==> config.mk <==
export PLATFORM = sky130hd
export DESIGN_NAME = sram_like_bridge
export DESIGN_NICKNAME = d
export VERILOG_FILES = /design/src/rtl/sram_like_bridge.sv
export SDC_FILE = /design/constraint.sdc
export NUM_CORES = 1
export LEC_CHECK = 0
export ABC_AREA = 0
export BUFFER_PORTS_ARGS = -buffer_cell sky130_fd_sc_hd__buf_2
export CORE_MARGIN = 1.5
export CORE_UTILIZATION = 48
export CTS_CLUSTER_DIAMETER = 200
export DETAILED_ROUTE_END_ITERATION = 10
export PLACE_DENSITY = 0.81
export SYNTH_ARGS = -nofsm -noshare
export SYNTH_HDL_FRONTEND = slang
export SYNTH_SLANG_ARGS = --single-unit
==> constraint.sdc <==
create_clock -name clk -period 2.1 [get_ports clk]
set_input_delay 0.105 -clock clk [delete_from_list [all_inputs] [get_ports clk]]
set_output_delay 0.105 -clock clk [all_outputs]
set_load 0.02 [all_outputs]
==> src/rtl/sram_like_bridge.sv <==
// Bridges the core's inst/data SRAM ports onto one sram-like bus.
// Data port goes first; stallreq holds the pipeline until both finish.
module sram_like_bridge #(
  parameter int WAIT_MAX = 256
) (
  input  logic        clk,
  input  logic        rst,
  input  logic        inst_sram_en,
  input  logic [31:0] inst_sram_addr,
  output logic [31:0] inst_sram_rdata,
  input  logic        data_sram_en,
  input  logic [3:0]  data_sram_wen,
  input  logic [31:0] data_sram_addr,
  input  logic [31:0] data_sram_wdata,
  output logic [31:0] data_sram_rdata,
  output logic        stallreq,
  output logic        bus_req,
  output logic        bus_wr,
  output logic [1:0]  bus_size,
  output logic [3:0]  bus_wstrb,
  output logic [31:0] bus_addr,
  output logic [31:0] bus_wdata,
  input  logic        bus_addr_ok,
  input  logic        bus_data_ok,
  input  logic [31:0] bus_rdata,
  output logic        bus_err
);

  localparam int CW = $clog2(WAIT_MAX + 1);
  localparam logic [CW-1:0] WMAX = CW'(WAIT_MAX);
  localparam logic [CW-1:0] WM1  = CW'(WAIT_MAX - 1);

  typedef enum logic [2:0] {
    IDLE, D_REQ, D_WAIT, I_REQ, I_WAIT, DONE
  } state_t;

  state_t        r_state;
  logic          r_d_done;
  logic          r_i_done;
  logic [CW-1:0] r_wcnt;
  logic          r_bus_req;
  logic          r_bus_wr;
  logic [1:0]    r_bus_size;
  logic [3:0]    r_bus_wstrb;
  logic [31:0]   r_bus_addr;
  logic [31:0]   r_bus_wdata;
  logic          r_bus_err;
  logic [31:0]   r_i_rdata;
  logic [31:0]   r_d_rdata;

  logic       w_d_pend;
  logic       w_i_pend;
  logic       w_in_req;
  logic       w_in_wait;
  logic       w_adv;
  logic [1:0] w_dsize;

  assign w_d_pend  = data_sram_en & ~r_d_done;
  assign w_i_pend  = inst_sram_en & ~r_i_done;
  assign w_in_req  = (r_state == D_REQ) | (r_state == I_REQ);
  assign w_in_wait = (r_state == D_WAIT) | (r_state == I_WAIT);
  assign w_adv     = (w_in_req & bus_addr_ok)
                   | (w_in_wait & bus_data_ok);

  assign stallreq = (r_state != DONE) & (w_d_pend | w_i_pend);

  always_comb begin
    w_dsize = 2'd2;
    case (data_sram_wen)
      4'b0011, 4'b1100: w_dsize = 2'd1;
      4'b0001, 4'b0010,
      4'b0100, 4'b1000: w_dsize = 2'd0;
      default:          w_dsize = 2'd2;
    endcase
  end

  always_ff @(posedge clk or negedge rst) begin
    if (!rst) begin
      r_state     <= IDLE;
      r_d_done    <= 1'b0;
      r_i_done    <= 1'b0;
      r_wcnt      <= '0;
      r_bus_req   <= 1'b0;
      r_bus_wr    <= 1'b0;
      r_bus_size  <= 2'd0;
      r_bus_wstrb <= 4'd0;
      r_bus_addr  <= 32'd0;
      r_bus_wdata <= 32'd0;
      r_bus_err   <= 1'b0;
      r_i_rdata   <= 32'd0;
      r_d_rdata   <= 32'd0;
    end else begin
      // Timeout only flags; the transaction is never abandoned.
      if ((w_in_req | w_in_wait) & ~w_adv) begin
        if (r_wcnt != WMAX) r_wcnt <= r_wcnt + 1'b1;
        if (r_wcnt >= WM1) r_bus_err <= 1'b1;
      end else begin
        r_wcnt <= '0;
      end

      unique case (r_state)
        IDLE: begin
          if (w_d_pend) begin
            r_state     <= D_REQ;
            r_bus_req   <= 1'b1;
            r_bus_wr    <= |data_sram_wen;
            r_bus_size  <= w_dsize;
            r_bus_wstrb <= data_sram_wen;
            r_bus_addr  <= data_sram_addr;
            r_bus_wdata <= data_sram_wdata;
          end else if (w_i_pend) begin
            r_state     <= I_REQ;
            r_bus_req   <= 1'b1;
            r_bus_wr    <= 1'b0;
            r_bus_size  <= 2'd2;
            r_bus_wstrb <= 4'd0;
            r_bus_addr  <= inst_sram_addr;
            r_bus_wdata <= 32'd0;
          end
        end
        D_REQ: begin
          if (bus_addr_ok) begin
            r_state   <= D_WAIT;
            r_bus_req <= 1'b0;
          end
        end
        D_WAIT: begin
          if (bus_data_ok) begin
            r_d_done <= 1'b1;
            if (!r_bus_wr) r_d_rdata <= bus_rdata;
            if (w_i_pend) begin
              r_state     <= I_REQ;
              r_bus_req   <= 1'b1;
              r_bus_wr    <= 1'b0;
              r_bus_size  <= 2'd2;
              r_bus_wstrb <= 4'd0;
              r_bus_addr  <= inst_sram_addr;
              r_bus_wdata <= 32'd0;
            end else begin
              r_state <= DONE;
            end
          end
        end
        I_REQ: begin
          if (bus_addr_ok) begin
            r_state   <= I_WAIT;
            r_bus_req <= 1'b0;
          end
        end
        I_WAIT: begin
          if (bus_data_ok) begin
            r_i_rdata <= bus_rdata;
            r_i_done  <= 1'b1;
            r_state   <= DONE;
          end
        end
        DONE: begin
          r_d_done <= 1'b0;
          r_i_done <= 1'b0;
          r_state  <= IDLE;
        end
        default: r_state <= IDLE;
      endcase
    end
  end

  assign bus_req         = r_bus_req;
  assign bus_wr          = r_bus_wr;
  assign bus_size        = r_bus_size;
  assign bus_wstrb       = r_bus_wstrb;
  assign bus_addr        = r_bus_addr;
  assign bus_wdata       = r_bus_wdata;
  assign bus_err         = r_bus_err;
  assign inst_sram_rdata = r_i_rdata;
  assign data_sram_rdata = r_d_rdata;

endmodule
==> results of run 1 <==
## Yosys cell counts, types with 5 or more instances
cell type | n | area (sq um)
buf_2 | 6 | 30.0
nor2_1 | 16 | 60.1
a21oi_1 | 5 | 25.0
inv_1 | 7 | 26.3
mux2_1 | 7 | 78.8
nand2_1 | 7 | 26.3
a22o_1 | 38 | 333
buf_4 | 8 | 60.1
xor2_1 | 5 | 43.8
nand3_1 | 7 | 35.0
dfrtp_1 | 151 | 3780
mux2_2 | 121 | 1360
buf_6 | 7 | 78.8
## what timing repair did
action,CTS,global route
endpoints found under the setup margin,0,0
endpoints found under the hold margin,168,0
hold buffers,69,0
## stage by stage
step	power [uW]	utilization	cell area [sq um]	cells	hold slack (ns)
after floorplan	8430	-	6310	432	-0.191
after global placement	10100	0.617	7860	862	0.144
after detailed placement	10400	0.617	7860	862	0.163
after CTS	13400	0.716	9110	962	0.00366
after global routing	14000	0.716	9110	963	0.0383
final	13400	0.716	9110	963	0.0165
## registers in the layout, summed over array words and instances (netlist names)
register         count
bus_addr            32
bus_err              1
bus_req              1
bus_size             2
bus_wdata           32
bus_wr               1
bus_wstrb            4
data_sram_rdata     32
inst_sram_rdata     32
r_d_done             1
r_i_done             1
r_state              3
r_wcnt               9
## per-layer routing
metal  track usage  vias up  share of wire
met5             0        -              0
met4         0.123        0          0.033
met3        0.0659       40          0.075
met2         0.452      253           0.52
met1         0.271     2436           0.37
li1              -     2263              -
## worst paths after layout
check,from,endpoint,slack [ns]
max in group asynchronous,rst,inst_sram_rdata[6],1.10
min in group asynchronous,rst,inst_sram_rdata[20],0.27
hold / removal,bus_addr_ok,bus_req,0.02
setup / recovery,r_state[2],inst_sram_rdata[20],0.18
hold reg to reg,data_sram_rdata[7],data_sram_rdata[7],0.49
setup reg to reg,r_state[2],inst_sram_rdata[20],0.18
## power groups by stage
| stage | sequential (uW) | clock, uW | combinational [uW] |
|---|---|---|---|
| floorplan | 6300 | 0 | 2130 |
| global placement | 4860 | 0 | 5280 |
| detailed placement | 4910 | 0 | 5450 |
| CTS | 4900 | 2940 | 5550 |
| global route | 5080 | 3060 | 5900 |
| finish | 4930 | 2880 | 5560 |
## critical path: cells and delay by family, from the launching register on
kind	cells	cell delay, ns
flip-flops	1	0.62
multiplexers	1	0.38
AND/OR/NAND/NOR	2	0.57
buffers and inverters	1	0.23
## layout make-up
type	count	area (sq um)	area share
repair buffers	352	2210	0.242
flip-flops and latches	151	3780	0.415
inverters	8	30.0	0.00329
multi-input cells	248	2310	0.254
well taps	172	215	0.0236
diodes	1	2.50	0.000275
clock inverters	9	91.3	0.0100
clock buffers	22	474	0.0520
## kinds of logic after synthesis
group	after synthesis
compound gates	60
xor+xnor	8
fa+ha+maj	3
buf+inv	33
flops	151
mux	129
simple gates	48
==> results.toml, run 1 <==
[timing]
fmax_mhz = 522
rsz0062_at_grt = "no"
final_hold_viol_count = 0
finalSetupViolCount = 0
fin_ws_ns = 0.185
tightest_slew_ns = 0.654
relSlewSlack = 0.564
fin_skew_ns = 0.0103
drv_slew = 0
finalCriticalPeriod_ns = 1.92
post-route-period-util = 0.912
setup_tns_ns = 0

[flow_run]
maxCapViolCount = 0

[global_route]
grt_pass1_vias = 5350
antenna_found_initial = 1
grt_max_degree = 71
grt-ovfl-total = 0
grt.total_usage = 0.250
grt_pass1_wl_mm = 27.2

[yosys]
syn-num-nets = 573
ys.flop_type = "dfrtp_1"
synth_mux_area_frac = 0.230
syn_inst = 432
synth_top_family_by_area = "multiplexers"
syn_area_sq_um = 6310
synth_edf_count = 0
synth-async-reset-ratio = 1.00
synth-compound-area-share = 0.0793
synth-xor-area-share = 0.0111
yosysUniqueCellTypes = 42
synth_fa_ha_area_frac = 0.00595
synth.yosys.seq_area_share = 0.599
syn-mean-instance-area_sq_um = 14.6
yosysWarnings = 0
synth_simple_gate_area_frac = 0.0403
synth_seq_cells = 151

[floorplan]
die_width_microns = 118
rows = 41
io_pins = 276
coreArea_sq_um = 12700
start_util = 0.496
die_area_sq_um = 13800
die_h_microns = 118

[routing]
num_vias = 4992
ant_nets = 0
drt-pass1-iter-count = 4
drt-initial-drc-count = 317
wire_per_inst_microns = 17.6
drc_errors = 0
wl_mm = 17.0
vias_per_cell = 5.18

[worst_hold_path]
hold_class = "input port to flip-flop"
min_path_cells = 4

[power_and_ir_drop]
p_int_uw = 8290
p_leak_uw = 0.00454
seqPwrFrac = 0.369
peakVddDrop_mv = 0.677
pwr-share-comb = 0.416
netSwitchingFraction = 0.380
cellPowerDensity_nw_per_um2 = 1470
p_clk_frac = 0.215
switchingPower_uw = 5080

[status]
status = "completed"

[clocking]
cts_setup_buffers = 0
cts_tree = "yes"
cts-root-buf = "clkbuf_16"
clk_pin_slew_ns = 0.06
insertion_delay_ns = 0.42
clock-sinks = 151
cts-resized-gates = 0
cts_inserted_buffers = 17
cts_buffer_depth = 2
htreeDepth = 4

[place]
gp_congestion = 0.821
dp_hpwl_mm = 10.8
dpl_worst_slack_ns = 0.216
io_buffers = 275

[final_layout]
nets = 919
layout.cells.most_common = "buf_2"
syn_to_final_growth_pct = 44.5
final_cell_mix = "buf_2, dfrtp_1, mux2_2"
n_fill_cell = 857
drive_gt1_frac = 0.556

[setup_path]
worstPathCellList = "nor2b_2, and3_1, buf_12, mux2_2"
path_max_fanout = 32
startpoint_type = "flip-flop"
critPathRequiredTime_ns = 2.39
arrival_ns = 2.21
end_kind = "flip-flop"
worstRegToRegCells = 4
critical_path_class = "flip-flop to flip-flop"
slowest_delay_ns = 0.62
crit_slowest_cell = "dfrtp_1"
Note: power is estimated with default switching activity, not from simulation.
==> inputs of run 2 (changes only) <==
--- a/config.mk
+++ b/config.mk
@@ -8,10 +8,10 @@
 export ABC_AREA = 0
 export BUFFER_PORTS_ARGS = -buffer_cell sky130_fd_sc_hd__buf_2
 export CORE_MARGIN = 1.5
-export CORE_UTILIZATION = 48
+export CORE_UTILIZATION = 43
 export CTS_CLUSTER_DIAMETER = 200
 export DETAILED_ROUTE_END_ITERATION = 10
-export PLACE_DENSITY = 0.81
+export PLACE_DENSITY = 0.77
 export SYNTH_ARGS = -nofsm -noshare
 export SYNTH_HDL_FRONTEND = slang
 export SYNTH_SLANG_ARGS = --single-unit
==> constraint.sdc (replaced) <==
create_clock -name clk -period 1.6 [get_ports clk]
set_input_delay 0.08 -clock clk [delete_from_list [all_inputs] [get_ports clk]]
set_output_delay 0.08 -clock clk [all_outputs]
set_load 0.02 [all_outputs]
==> results.toml, run 2 (same netlist as run 1, synthesis figures left out) <==
[status]
status = "finished, violations left"
failed_checks = "negative setup slack"

[final_layout]
nets = 951
seqCellArea_sq_um = 3780
syn_to_final_growth_pct = 56.2
antennaDiodeCount = 0
multi_input_comb_area_sq_um = 2540
final_cell_mix = "buf_2, dfrtp_1, dlygate4sd3_1"
layout.cells.most_common = "buf_2"
n_fill_cell = 979
drive_gt1_frac = 0.587

[timing]
finalSetupViolCount = 39
fin_skew_ns = 0.00798
final_hold_viol_count = 0
finalCriticalPeriod_ns = 1.68
fmax_mhz = 596
setup_tns_ns = -2.15
tightest_slew_ns = 0.401
relSlewSlack = 0.733
fin_ws_ns = -0.0785
post-route-period-util = 1.05
rsz0062_at_grt = "yes"
drv_slew = 0

[setup_path]
r2r_start = "r_d_done"
reg2reg_setup_slack_ns = -0.08
path_max_fanout = 33
rr_endpoint = "bus_addr[1]"
critPathRequiredTime_ns = 1.90
worstRegToRegCells = 6
endpoint = "bus_addr[1]"
end_kind = "flip-flop"
crit_start = "r_d_done"
arrival_ns = 1.98
startpoint_type = "flip-flop"
critical_path_class = "flip-flop to flip-flop"

[global_route]
grt-ovfl-total = 0
grtUsageMet3 = 0.0540
antenna_found_initial = 0
busiest_layer = "met2"
use_met1 = 0.239
grt_max_degree = 71
grt.total_usage = 0.217
grt_pass1_vias = 5185
grt_pass1_wl_mm = 25.5
grt_util_met2 = 0.400

[place]
io_buffers = 275
gp_congestion = 0.809
dp_hpwl_mm = 10.7

[clocking]
insertion_delay_ns = 0.42
clock-sinks = 151
htreeDepth = 4
cts_tree = "yes"
cts_buffer_depth = 2
clk_pin_slew_ns = 0.07
cts-root-buf = "clkbuf_16"
cts_inserted_buffers = 17

[power_and_ir_drop]
cellPowerDensity_nw_per_um2 = 1930
p_total_uw = 19000
peakVddDrop_mv = 0.965
p_leak_uw = 0.00496

[flow_run]
maxCapViolCount = 0

[floorplan]
start_util = 0.437
die_h_microns = 124
die_area_sq_um = 15400
die_width_microns = 124
io_pins = 276
coreArea_sq_um = 14400
rows = 44

[routing]
vias_per_cell = 5.11
drt-initial-drc-count = 254
wl_mm = 18.4
drt-pass1-iter-count = 4
wire_per_inst_microns = 18.3
num_vias = 5150
drc_errors = 0
ant_nets = 0

[worst_hold_path]
hold_class = "input port to flip-flop"
==> run 2: cell types whose count changed in the layout (fill, tap and decap cells not counted), moves of 4 or more <==
cell / previous run / this run
dlygate4sd3_1: 69 / 75
buf_4: 2 / 15
mux2_1: 7 / 2
inv_8: 0 / 4
buf_6: 1 / 6
mux2_4: 0 / 53
clkbuf_16: 17 / 21
mux2_2: 121 / 73
==> run 2: how the worst min path moves through the flow <==
| stage | startpoint | end | slack (ns) | cells after the start |
|---|---|---|---|---|
| after floorplan | rst | bus_addr[0] | -0.22 | 0 |
| after global routing | inst_sram_addr[14] | bus_addr[14] | 0.01 | 3 |
| after global placement | rst | bus_wdata[17] | -0.0004 | 1 |
| final | inst_sram_addr[14] | bus_addr[14] | 0.02 | 3 |
| after detailed placement | rst | bus_wdata[9] | 0.004 | 1 |
| after CTS | inst_sram_addr[12] | bus_addr[12] | 0.0003 | 3 |
==> run 2: power by group <==
group | leakage, uW | total (uW) | internal, uW | switching, uW
clock | 0.000308 | 4280 | 2530 | 1750
combinational | 0.00276 | 8250 | 3810 | 4440
sequential | 0.00189 | 6460 | 5480 | 981
==> run 2: cell type report <==
| class | instances | area share |
|---|---|---|
| clock buffers | 17 | 0.0432 |
| clock inverters | 15 | 0.0207 |
| inverters | 8 | 0.00305 |
| multi-input cells | 248 | 0.258 |
| flip-flops and latches | 151 | 0.384 |
| well taps | 184 | 0.0234 |
| repair buffers | 384 | 0.267 |
==> run 2: metal layers <==
metal / up-vias / wire length [microns] / share of wire
met5: - / 0 / 0
met3: 30 / 1230 / 0.067
met1: 2578 / 7040 / 0.38
li1: 2323 / - / -
met2: 219 / 9750 / 0.53
met4: 0 / 393 / 0.021
==> run 2: worst max-delay path, stage by stage, from the launching register on <==
cell and delay, ns:
dfrtp_1 0.35, buf_4 0.12, nor2b_2 0.04, o21a_1 0.23, o21ai_4 0.20, buf_12 0.23, mux2_2 0.36
==> run 2: per-stage QoR <==
stage	std cells	setup WS, ns	utilization	hold WS, ns	area [sq um]
5_1_grt	1007	-0.126	0.683	0.0113	9850
2_1_floorplan	432	0.00182	-	-0.216	6320
6_report	1007	-0.0785	0.683	0.0183	9850
3_5_place_dp	885	-0.0993	0.553	0.00386	7970
4_1_cts	1000	-0.0740	0.666	0.000326	9600
3_3_place_gp	885	-0.0353	0.553	-0.000365	7970
==> run 2: repair_timing <==
item,in CTS,in global routing
gates resized for setup,40,33
hold endpoints to repair,257,0
cloned,3,6
hold buffers,75,0
pin swaps,1,2
endpoints found under the setup margin,97,136
setup buffers,5,1
